$ cat src/rtl/eros_ram_bank_arbiter_pkg.sv
// Shared constants for the RAM bank arbiter: system sizing, bank map and error response word.
package eros_ram_bank_arbiter_pkg;

  localparam int unsigned SYSTEM_XBAR_NMASTER       = 7;
  localparam logic [31:0] MEMORY_RAM0_START_ADDRESS = 32'h0000_0000;
  localparam int unsigned MEMORY_RAM0_SIZE          = 32'h0000_8000;
  localparam logic [31:0] ERROR_START_ADDRESS       = 32'hBADA_CCE5;

  // Returned to a master whose granted access fell outside the bank.
  localparam logic [31:0] ARB_ERR_RDATA  = ERROR_START_ADDRESS;
  localparam int unsigned CONFLICT_CNT_W = 16;

endpackage

$ cat src/rtl/eros_ram_bank_arbiter_rr_pick.sv
// Combinational round-robin picker: first set request at or after the pointer, modulo N.
module eros_ram_bank_arbiter_rr_pick #(
  parameter int unsigned N  = 7,
  parameter int unsigned IW = 3
) (
  input  logic [N-1:0]  i_req,
  input  logic [IW-1:0] i_ptr,
  output logic [N-1:0]  o_onehot,
  output logic [IW-1:0] o_idx,
  output logic          o_valid
);

  logic [2*N-1:0] w_dbl;
  logic [N-1:0]   w_rot;

  // Rotating the doubled vector puts the pointer position at bit 0.
  assign w_dbl = {i_req, i_req};
  assign w_rot = N'(w_dbl >> i_ptr);

  always_comb begin
    o_onehot = '0;
    o_idx    = '0;
    o_valid  = 1'b0;
    for (int unsigned k = 0; k < N; k++) begin
      if (!o_valid && w_rot[k]) begin
        o_valid = 1'b1;
        o_idx   = IW'((32'(i_ptr) + k) % N);
      end
    end
    if (o_valid) begin
      o_onehot[o_idx] = 1'b1;
    end
  end

endmodule

$ cat src/rtl/eros_ram_bank_arbiter.sv
// Round-robin OBI arbiter sharing one single-port SRAM bank among NMASTER masters,
// with address decode, one-cycle response routing and a saturating contention counter.
module eros_ram_bank_arbiter
  import eros_ram_bank_arbiter_pkg::*;
#(
  parameter int unsigned  NMASTER   = SYSTEM_XBAR_NMASTER,
  parameter logic [31:0]  BANK_BASE = MEMORY_RAM0_START_ADDRESS,
  parameter int unsigned  BANK_SIZE = MEMORY_RAM0_SIZE,
  localparam int unsigned AW        = $clog2(BANK_SIZE / 4)
) (
  input  logic                      clk_i,
  input  logic                      rst_ni,
  input  logic [NMASTER-1:0]        m_req_i,
  input  logic [NMASTER-1:0]        m_we_i,
  input  logic [NMASTER*4-1:0]      m_be_i,
  input  logic [NMASTER*32-1:0]     m_addr_i,
  input  logic [NMASTER*32-1:0]     m_wdata_i,
  output logic [NMASTER-1:0]        m_gnt_o,
  output logic [NMASTER-1:0]        m_rvalid_o,
  output logic [31:0]               m_rdata_o,
  output logic                      mem_req_o,
  output logic                      mem_we_o,
  output logic [3:0]                mem_be_o,
  output logic [AW-1:0]             mem_addr_o,
  output logic [31:0]               mem_wdata_o,
  input  logic [31:0]               mem_rdata_i,
  input  logic                      conflict_clr_i,
  output logic [CONFLICT_CNT_W-1:0] conflict_cnt_o,
  output logic                      addr_err_o
);

  localparam int unsigned IW = (NMASTER > 1) ? $clog2(NMASTER) : 1;

  logic [IW-1:0]             r_rr_ptr;
  logic                      r_rsp_valid;
  logic [IW-1:0]             r_rsp_owner;
  logic                      r_rsp_err;
  logic [CONFLICT_CNT_W-1:0] r_conflict_cnt;
  logic                      r_addr_err;

  logic [NMASTER-1:0] w_gnt;
  logic [IW-1:0]      w_idx;
  logic               w_valid;
  logic [31:0]        w_addr;
  logic [31:0]        w_off;
  logic               w_in_range;
  logic [IW-1:0]      w_ptr_next;
  logic               w_conflict;
  logic               w_unused_off;

  eros_ram_bank_arbiter_rr_pick #(
    .N  (NMASTER),
    .IW (IW)
  ) u_rr_pick (
    .i_req    (m_req_i),
    .i_ptr    (r_rr_ptr),
    .o_onehot (w_gnt),
    .o_idx    (w_idx),
    .o_valid  (w_valid)
  );

  assign w_addr       = m_addr_i[32*w_idx +: 32];
  assign w_off        = w_addr - BANK_BASE;
  assign w_in_range   = (w_addr >= BANK_BASE) && (w_off < BANK_SIZE);
  assign w_unused_off = ^{w_off[31:AW+2], w_off[1:0]};

  // Out-of-range winners are still granted so the master cannot stall; only the SRAM strobe drops.
  assign m_gnt_o     = w_gnt;
  assign mem_req_o   = w_valid && w_in_range;
  assign mem_we_o    = m_we_i[w_idx];
  assign mem_be_o    = m_be_i[4*w_idx +: 4];
  assign mem_addr_o  = w_off[AW+1:2];
  assign mem_wdata_o = m_wdata_i[32*w_idx +: 32];

  assign w_ptr_next = (w_idx == IW'(NMASTER - 1)) ? '0 : w_idx + 1'b1;
  assign w_conflict = ($countones(m_req_i) >= 2);

  always_ff @(posedge clk_i or negedge rst_ni) begin
    if (!rst_ni) begin
      r_rr_ptr    <= '0;
      r_rsp_valid <= 1'b0;
      r_rsp_owner <= '0;
      r_rsp_err   <= 1'b0;
    end else begin
      if (w_valid) begin
        r_rr_ptr <= w_ptr_next;
      end
      r_rsp_valid <= w_valid;
      r_rsp_owner <= w_idx;
      r_rsp_err   <= w_valid && !w_in_range;
    end
  end

  always_ff @(posedge clk_i or negedge rst_ni) begin
    if (!rst_ni) begin
      r_conflict_cnt <= '0;
      r_addr_err     <= 1'b0;
    end else begin
      if (conflict_clr_i) begin
        r_conflict_cnt <= '0;
      end else if (w_conflict && (r_conflict_cnt != '1)) begin
        r_conflict_cnt <= r_conflict_cnt + 1'b1;
      end
      if (w_valid && !w_in_range) begin
        r_addr_err <= 1'b1;
      end
    end
  end

  always_comb begin
    m_rvalid_o              = '0;
    m_rvalid_o[r_rsp_owner] = r_rsp_valid;
  end

  assign m_rdata_o      = r_rsp_err ? ARB_ERR_RDATA : mem_rdata_i;
  assign conflict_cnt_o = r_conflict_cnt;
  assign addr_err_o     = r_addr_err;

endmodule
$ cat config.mk
export PLATFORM = sky130hd
export DESIGN_NAME = eros_ram_bank_arbiter
export DESIGN_NICKNAME = d
export VERILOG_FILES = /design/src/rtl/eros_ram_bank_arbiter_pkg.sv /design/src/rtl/eros_ram_bank_arbiter_rr_pick.sv /design/src/rtl/eros_ram_bank_arbiter.sv
export SDC_FILE = /design/constraint.sdc
export NUM_CORES = 1
export LEC_CHECK = 0
export CAP_MARGIN = 5
export CORE_AREA = 3 3 249 251
export CTS_CLUSTER_SIZE = 12
export DETAILED_ROUTE_END_ITERATION = 10
export DIE_AREA = 0 0 252 254
export PLACE_DENSITY_LB_ADDON = 0.1
export SETUP_SLACK_MARGIN = 0.05
export SLEW_MARGIN = 20
export SYNTH_ARGS = -nofsm -noshare
export SYNTH_HDL_FRONTEND = slang
export SYNTH_SLANG_ARGS = --single-unit
$ cat constraint.sdc
create_clock -name clk_i -period 7.1 [get_ports clk_i]
set_input_delay 1.42 -clock clk_i [delete_from_list [all_inputs] [get_ports clk_i]]
set_output_delay 1.42 -clock clk_i [all_outputs]
set_load 0.02 [all_outputs]
==> Yosys cells after proc, flatten, opt, wreduce, memory -nomap -nowiden <==
Index checks and enable logic that the tools add are counted.
{ "word_totals": {"reg_bits": 25, "latch_bits": 0, "ram_bits": 0, "mem_bits_ro": 0, "in_bits": 525, "output_inout_bits": 114, "word_cells": 86, "memories": 0} }
{ "op_classes": {"add_sub_neg": 14, "mul": 0, "div": 7, "magnitude_cmp": 7, "n_eq_ne": 2, "shifts": 4, "muxes": 25, "bitwise": 1, "n_reduce_logical": 20} }
{ "ops": {"columns": ["cell", "n"], "rows": [
  ["$shiftx A224 B9 Y32", 2],
  ["$mod A32 B3 Y32 const B", 6],
  ["$ge A32 B1 Y1 const B", 1],
  ["$lt A32 B16 Y1 const B", 1],
  ["$mod A3 B3 Y32 const B", 1],
  ["$mux W16", 2],
  ["$mux W32", 1],
  ["$shiftx A28 B6 Y4", 1],
  ["$mux W3", 8],
  ["$add A16 B1 Y16 const B", 1],
  ["$ne A16 B16 Y1 const B", 1],
  ["$shr A14 B3 Y7", 1],
  ["$add A3 B3 Y4 const B", 3],
  ["$logic_and A1 B1 Y1", 12],
  ["$mux W1", 10],
  ["$add A3 B2 Y4 const B", 2],
  ["$lt A3 B4 Y1 const B", 2],
  ["$and A7 B7 Y7", 1],
  ["$logic_not A1 Y1", 7],
  ["$mux W7", 1],
  ["$add A1 B1 Y2", 3],
  ["$demux W1 S3", 2],
  ["$ge A3 B1 Y1 const B", 2],
  ["$add A3 B1 Y4 const B", 1],
  ["other kinds (8)", 8]
]} }

==> Logic depth before layout (Yosys ltp) <==
{ "depth": {"word_depth": 25, "mapped_depth": 23, "depth_no_buf": 18} }

==> Modules after synthesis <==
From an unflattened synthesis, not the netlist that was laid out.
{ "hier_totals": {"hier_cells": 746, "area_unflattened_um2": 5997.0} }
{ "by_module_without_submodules": {"columns": ["module", "instances", "cells_per_inst", "area_each_um2", "seq_area_each_um2"], "rows": [
  ["eros_ram_bank_arbiter", 1, 568, 4504.3, 625.6],
  ["eros_ram_bank_arbiter_rr_pick", 1, 178, 1492.7, 0.0]
]} }

==> Least setup slack after synthesis <==
No wires, ideal clock.
{ "synth_path": {"kind": "flip-flop to output port", "startpoint": "reg r_rr_ptr[0]", "endpoint": "out mem_be_o[1]", "arrival_ns": 4.859, "required_time_ns": 5.680, "path_slack_ns": 0.821, "path_stages_with_launch": 22, "n_path_buf": 6, "cell_sequence": "dfrtp_1 buf_4 clkinv_1 clkbuf_1 ha_1 clkbuf_1 inv_1 ha_1 ha_1 a31oi_1 xnor2_1 ha_1 o211ai_1 o311ai_0 a311o_1 a221oi_2 buf_4 buf_4 buf_2 mux2_2 a221oi_1 a21oi_1"} }
{ "synth_via": {"elab_chain_len": 21, "word_cells_on_any_way": 40, "classes_between": "6 x add/sub; 7 x div; 2 x shift; 13 x mux; 12 x reduce/logical"} }
{ "synth_lines": {"columns": ["element", "line", "rtl"], "rows": [
  ["start, declared", "eros_ram_bank_arbiter.sv:34", "logic [IW-1:0] r_rr_ptr;"],
  ["start signal, assigned", "eros_ram_bank_arbiter.sv:86", "r_rr_ptr <= w_ptr_next;"],
  ["branches (longest 19 deep; another with $mod A32 B3 Y32)", null, null],
  ["$mux W3 *", "eros_ram_bank_arbiter_rr_pick.sv:25", "if (!o_valid && w_rot[k]) begin"],
  ["$shiftx A28 B6 Y4 *", "eros_ram_bank_arbiter.sv:71", "assign mem_be_o = m_be_i[4*w_idx +: 4];"],
  ["end, declared", "eros_ram_bank_arbiter.sv:23", "output logic [3:0] mem_be_o,"]
]} }
Every way passes the cells marked *.

==> Worst setup path in the final report <==
{ "layout_path": {"startpoint": "in m_req_i[5]", "endpoint": "out mem_req_o"} }
{ "layout_via": {"elab_chain_len": 24, "word_cells_on_any_way": 32, "classes_between": "2 x order compare; 2 x shift; 14 x mux; 14 x reduce/logical"} }
{ "layout_lines": {"columns": ["element", "line", "rtl"], "rows": [
  ["start, declared", "eros_ram_bank_arbiter.sv:13", "input logic [NMASTER-1:0] m_req_i,"],
  ["$shr A14 B3 Y7 *", "eros_ram_bank_arbiter_rr_pick.sv:18", "assign w_rot = N'(w_dbl >> i_ptr);"],
  ["$mux W1", "eros_ram_bank_arbiter_rr_pick.sv:25", null],
  ["$logic_not A1 Y1", "eros_ram_bank_arbiter_rr_pick.sv:25", null],
  ["$logic_and A1 B1 Y1", "eros_ram_bank_arbiter_rr_pick.sv:25", null],
  ["$mux W1", "eros_ram_bank_arbiter_rr_pick.sv:25", null],
  ["$logic_not A1 Y1", "eros_ram_bank_arbiter_rr_pick.sv:25", null],
  ["$logic_and A1 B1 Y1", "eros_ram_bank_arbiter_rr_pick.sv:25", null],
  ["$mux W1", "eros_ram_bank_arbiter_rr_pick.sv:25", null],
  ["(+8 left out)", null, null],
  ["$mux W1", "eros_ram_bank_arbiter_rr_pick.sv:25", null],
  ["$logic_not A1 Y1", "eros_ram_bank_arbiter_rr_pick.sv:25", null],
  ["$logic_and A1 B1 Y1", "eros_ram_bank_arbiter_rr_pick.sv:25", null],
  ["$mux W3", "eros_ram_bank_arbiter_rr_pick.sv:25", null],
  ["$shiftx A224 B9 Y32", "eros_ram_bank_arbiter.sv:62", "assign w_addr = m_addr_i[32*w_idx +: 32];"],
  ["$ge A32 B1 Y1 / $lt A32 B16 Y1 (equally long branches)", "eros_ram_bank_arbiter.sv:64", "assign w_in_range = (w_addr >= BANK_BASE) && (w_off < BANK_SIZE);"],
  ["$logic_and A1 B1 Y1", "eros_ram_bank_arbiter.sv:64", null],
  ["$logic_and A1 B1 Y1 *", "eros_ram_bank_arbiter.sv:69", "assign mem_req_o = w_valid && w_in_range;"],
  ["end, declared", "eros_ram_bank_arbiter.sv:21", "output logic mem_req_o,"]
]} }
Every way passes the cells marked *; elsewhere a longest branch is shown, timed or not.

==> impl_metrics.py <==
metrics = {
    "setup_path": {
        "worstReg2RegStart": "r_rr_ptr[0]",
        "worstSetupPathType": "input pin to primary output",
        "crit_family": "compound AO/OA/AOI/OAI gates",
        "cp_cell_sequence": "clkdlybuf4s50_1, mux2i_2, mux2i_1, mux2_2, a32o_1, a311o_1, a221oi_4, buf_12, buf_12, buf_12, o41a_1, buf_12, o211ai_1, a21oi_2, nor4_2, and3_1, buf_4",
        "crit_slowest_cell": "clkdlybuf4s50_1",
        "cpMostUsedCell": "buf_12",
        "critPathMaxFanout": 15,
        "worst_setup_path_end_kind": "primary output",
        "timing.rr.end": "addr_err_o",
        "reg2reg_slack_ns": 1.99,
        "slowest_delay_ns": 0.53,
        "critPathArrivalTime_ns": 5.55,
        "required_ns": 5.68,
        "reg2reg_depth": 22,
        "critPathLaunchType": "input pin",
        "path_buf_inv": 6,
    },
    "sta": {
        "period_needed_ns": 6.970,
        "relSlewSlack_pct": 35.41,
        "fin_ws_ns": 0.1302,
        "fin_tns_setup_ns": 0,
        "worst_pin_slew_ns": 0.9688,
        "skew_ns": 0.004611,
        "hold_viol": 0,
        "finalSetupViolations": 0,
        "holdWs_ns": 0.5737,
        "slew_viol_final": 0,
        "timing.final.crit_share_pct": 98.17,
        "fmaxAchievable_mhz": 143.5,
        "rsz0062_at_grt": "yes",
    },
    "yosys": {
        "yosys_warnings": 0,
        "ys_ff_latch": 25,
        "syn-num-nets": 1454,
        "synth_ff_type": "dfrtp_1",
        "synth_area_per_cell_um2": 7.773,
        "synthXorXnorAreaFrac_pct": 2.632,
        "synth_compound_area_share_pct": 26.05,
        "netlist_area_mm2": 0.006988,
        "synth_top_family_by_area": "multiplexers",
        "synth-adder-area-share_pct": 5.694,
        "seq_area_frac_synth_pct": 8.953,
        "ys_top_cells_by_count": "mux2_2 (113), nand2_1 (79), mux2i_1 (70)",
        "synth_mux_area_share_pct": 30.37,
        "synth_area_leaders": "mux2_2 (18%), mux2i_1 (10%), dfrtp_1 (9.0%)",
        "yosys.area_share.simple_pct": 19.36,
        "async_flop_share_pct": 100.0,
        "synth.top_cell.area_share_pct": 18.21,
        "synth_top_area_cell": "mux2_2",
        "synth_cell_types": 80,
        "syn_inst": 899,
        "synth_edf_count": 0,
        "yosysMostFrequentCell": "mux2_2",
    },
    "layout": {
        "syn_to_final_growth_pct": 115.2,
        "final_nets": 2108,
        "drive_above_1_share_pct": 18.36,
        "design_area_mm2": 0.01504,
    },
    "clock_tree": {
        "clk_latency_ns": 0.27,
        "numCtsBuffers": 3,
        "clkTransAtPathRegs_ns": 0.07,
        "clock-sinks": 25,
        "cts_hold_buf": 0,
        "tritoncts": "built",
        "clock_path_buffers": 2,
        "cts-root-buf": "clkbuf_16",
        "h-tree-depth": 1,
    },
    "worst_hold_path": {
        "holdPathStages": 2,
        "holdPathEnd": "addr_err_o",
        "min_from": "addr_err_o",
        "worstHoldPathType": "flip-flop to flip-flop",
    },
    "placement": {
        "place_hpwl_um": 43190,
        "io_buffers": 624,
        "placed_cell_area_mm2": 0.01475,
        "gp_congestion": 0.8013,
        "dpl_worst_slack_ns": -0.2365,
    },
    "floorplan": {
        "die_h_um": 254,
        "core_mm2": 0.06013,
        "die_area_mm2": 0.06401,
        "num_rows": 90,
        "io_pins": 639,
        "die_width_um": 252,
        "initial_utilization_pct": 11.62,
    },
    "routing": {
        "wl_per_cell_um": 21.18,
        "drt-total-wl_um": 49490,
        "num_vias": 9492,
        "dr.pass1.iters": 4,
        "route.detailed.drc": 0,
        "final_antenna_net_count": 0,
        "via_per_inst": 4.062,
        "first_iter_violations": 360,
    },
    "status": {
        "outcome": "finished clean",
    },
    "grt": {
        "grt_overflow": 0,
        "grt_usage_pct": 14.25,
        "grt_pass1_wl_um": 68250,
        "grt_pass1_vias": 9949,
        "antenna_found_initial": 5,
        "grt_max_degree": 63,
    },
    "flow_run": {
        "max-cap-violations": 0,
    },
}
worst reg2reg max path, cell delays in order (launching register included):
cell and delay (ns):
dfrtp_1 0.49, clkinv_1 0.15, ha_1 0.31, xnor2_2 0.20, ha_1 0.23, ha_1 0.23
a31oi_1 0.20, xnor2_1 0.11, ha_1 0.23, o311ai_0 0.59, a311o_1 0.37, a221oi_4 0.11
buf_12 0.18, buf_4 0.15, buf_12 0.14, buf_4 0.15, nand3b_1 0.17, a311oi_2 0.32
buf_4 0.18, o211ai_1 0.12, buf_4 0.16, nor3_1 0.12, a21oi_1 0.08
logic make-up after synthesis:
group                      Yosys count
AOI/OAI and AO/OA                  268
xor gates and xnor gates            21
adders and majority gates           30
buffers and inverters              104
DFF                                 25
muxes                              190
and+or+nand+nor                    261
final cells by class:
class | count | area, um^2
timing repair buffer | 728 | 7293
tap | 782 | 978.4
sequential | 25 | 625.6
antenna | 3 | 7.507
inverter | 25 | 93.84
clock inverter | 1 | 7.507
fill | 6632 | 45100
multi-input combinational | 770 | 5954
clock buffer | 3 | 75.07
metal layers:
| metal | global-route usage [%] | part of all wire [%] | up-vias |
|---|---|---|---|
| met1 | 16.09 | 39 | 4419 |
| met2 | 28.31 | 55 | 336 |
| met5 | 0 | 0.026 | - |
| met3 | 2.999 | 6.1 | 9 |
| li1 | - | - | 4726 |
| met4 | 1.088 | 0.30 | 2 |
state kept, by name, indices dropped and copies added, names as in the netlist:
signal and count:
conflict_cnt_o 16, r_rsp_valid 1, addr_err_o 1, r_rr_ptr 3, r_rsp_err 1, r_rsp_owner 3
timing repair:
item,CTS,global route
resized for setup,7,29
setup endpoints to repair,32,46
pin swaps,1,2
setup buffers,5,4
metrics by stage:
| stage | utilization [%] | instances |
|---|---|---|
| 6_report | 25.00 | 2337 |
| 3_3_place_gp | 24.53 | 2321 |
| 3_5_place_dp | 24.53 | 2321 |
| 4_1_cts | 24.75 | 2330 |
| 2_1_floorplan | - | 899 |
| 5_1_grt | 25.00 | 2337 |
cells in the final DEF (no fill, tap or decap), drive strengths merged, types with 9 or more instances in the layout:
master and count:
clkdlybuf4s50 585, buf 118, mux2 113, nand2 79
o21ai 72, mux2i 71, a21oi 69, a221oi 53
nor2 41, ha 27, dfrtp 25, inv 24
nor4 23, dlymetal6s2s 22, nor2b 21, or2 21
nor3 15, nand3 13, xnor2 12, nand2b 11
a31oi 10, o211ai 9, xor2 9
worst max path at each step:
stage	start	end	slack (ns)	cells after the start
floorplan	r_rr_ptr[0]	mem_be_o[1]	0.82	21
finish	m_req_i[5]	mem_req_o	0.13	17
global placement	m_req_i[0]	mem_req_o	-0.23	17
CTS	m_req_i[1]	mem_req_o	0.06	18
global route	m_req_i[1]	mem_req_o	-0.05	20
detailed placement	m_req_i[0]	mem_req_o	-0.24	17
Power is not shown: default switching activity piles up to over one toggle a cycle in this logic, so the estimate is an artifact.
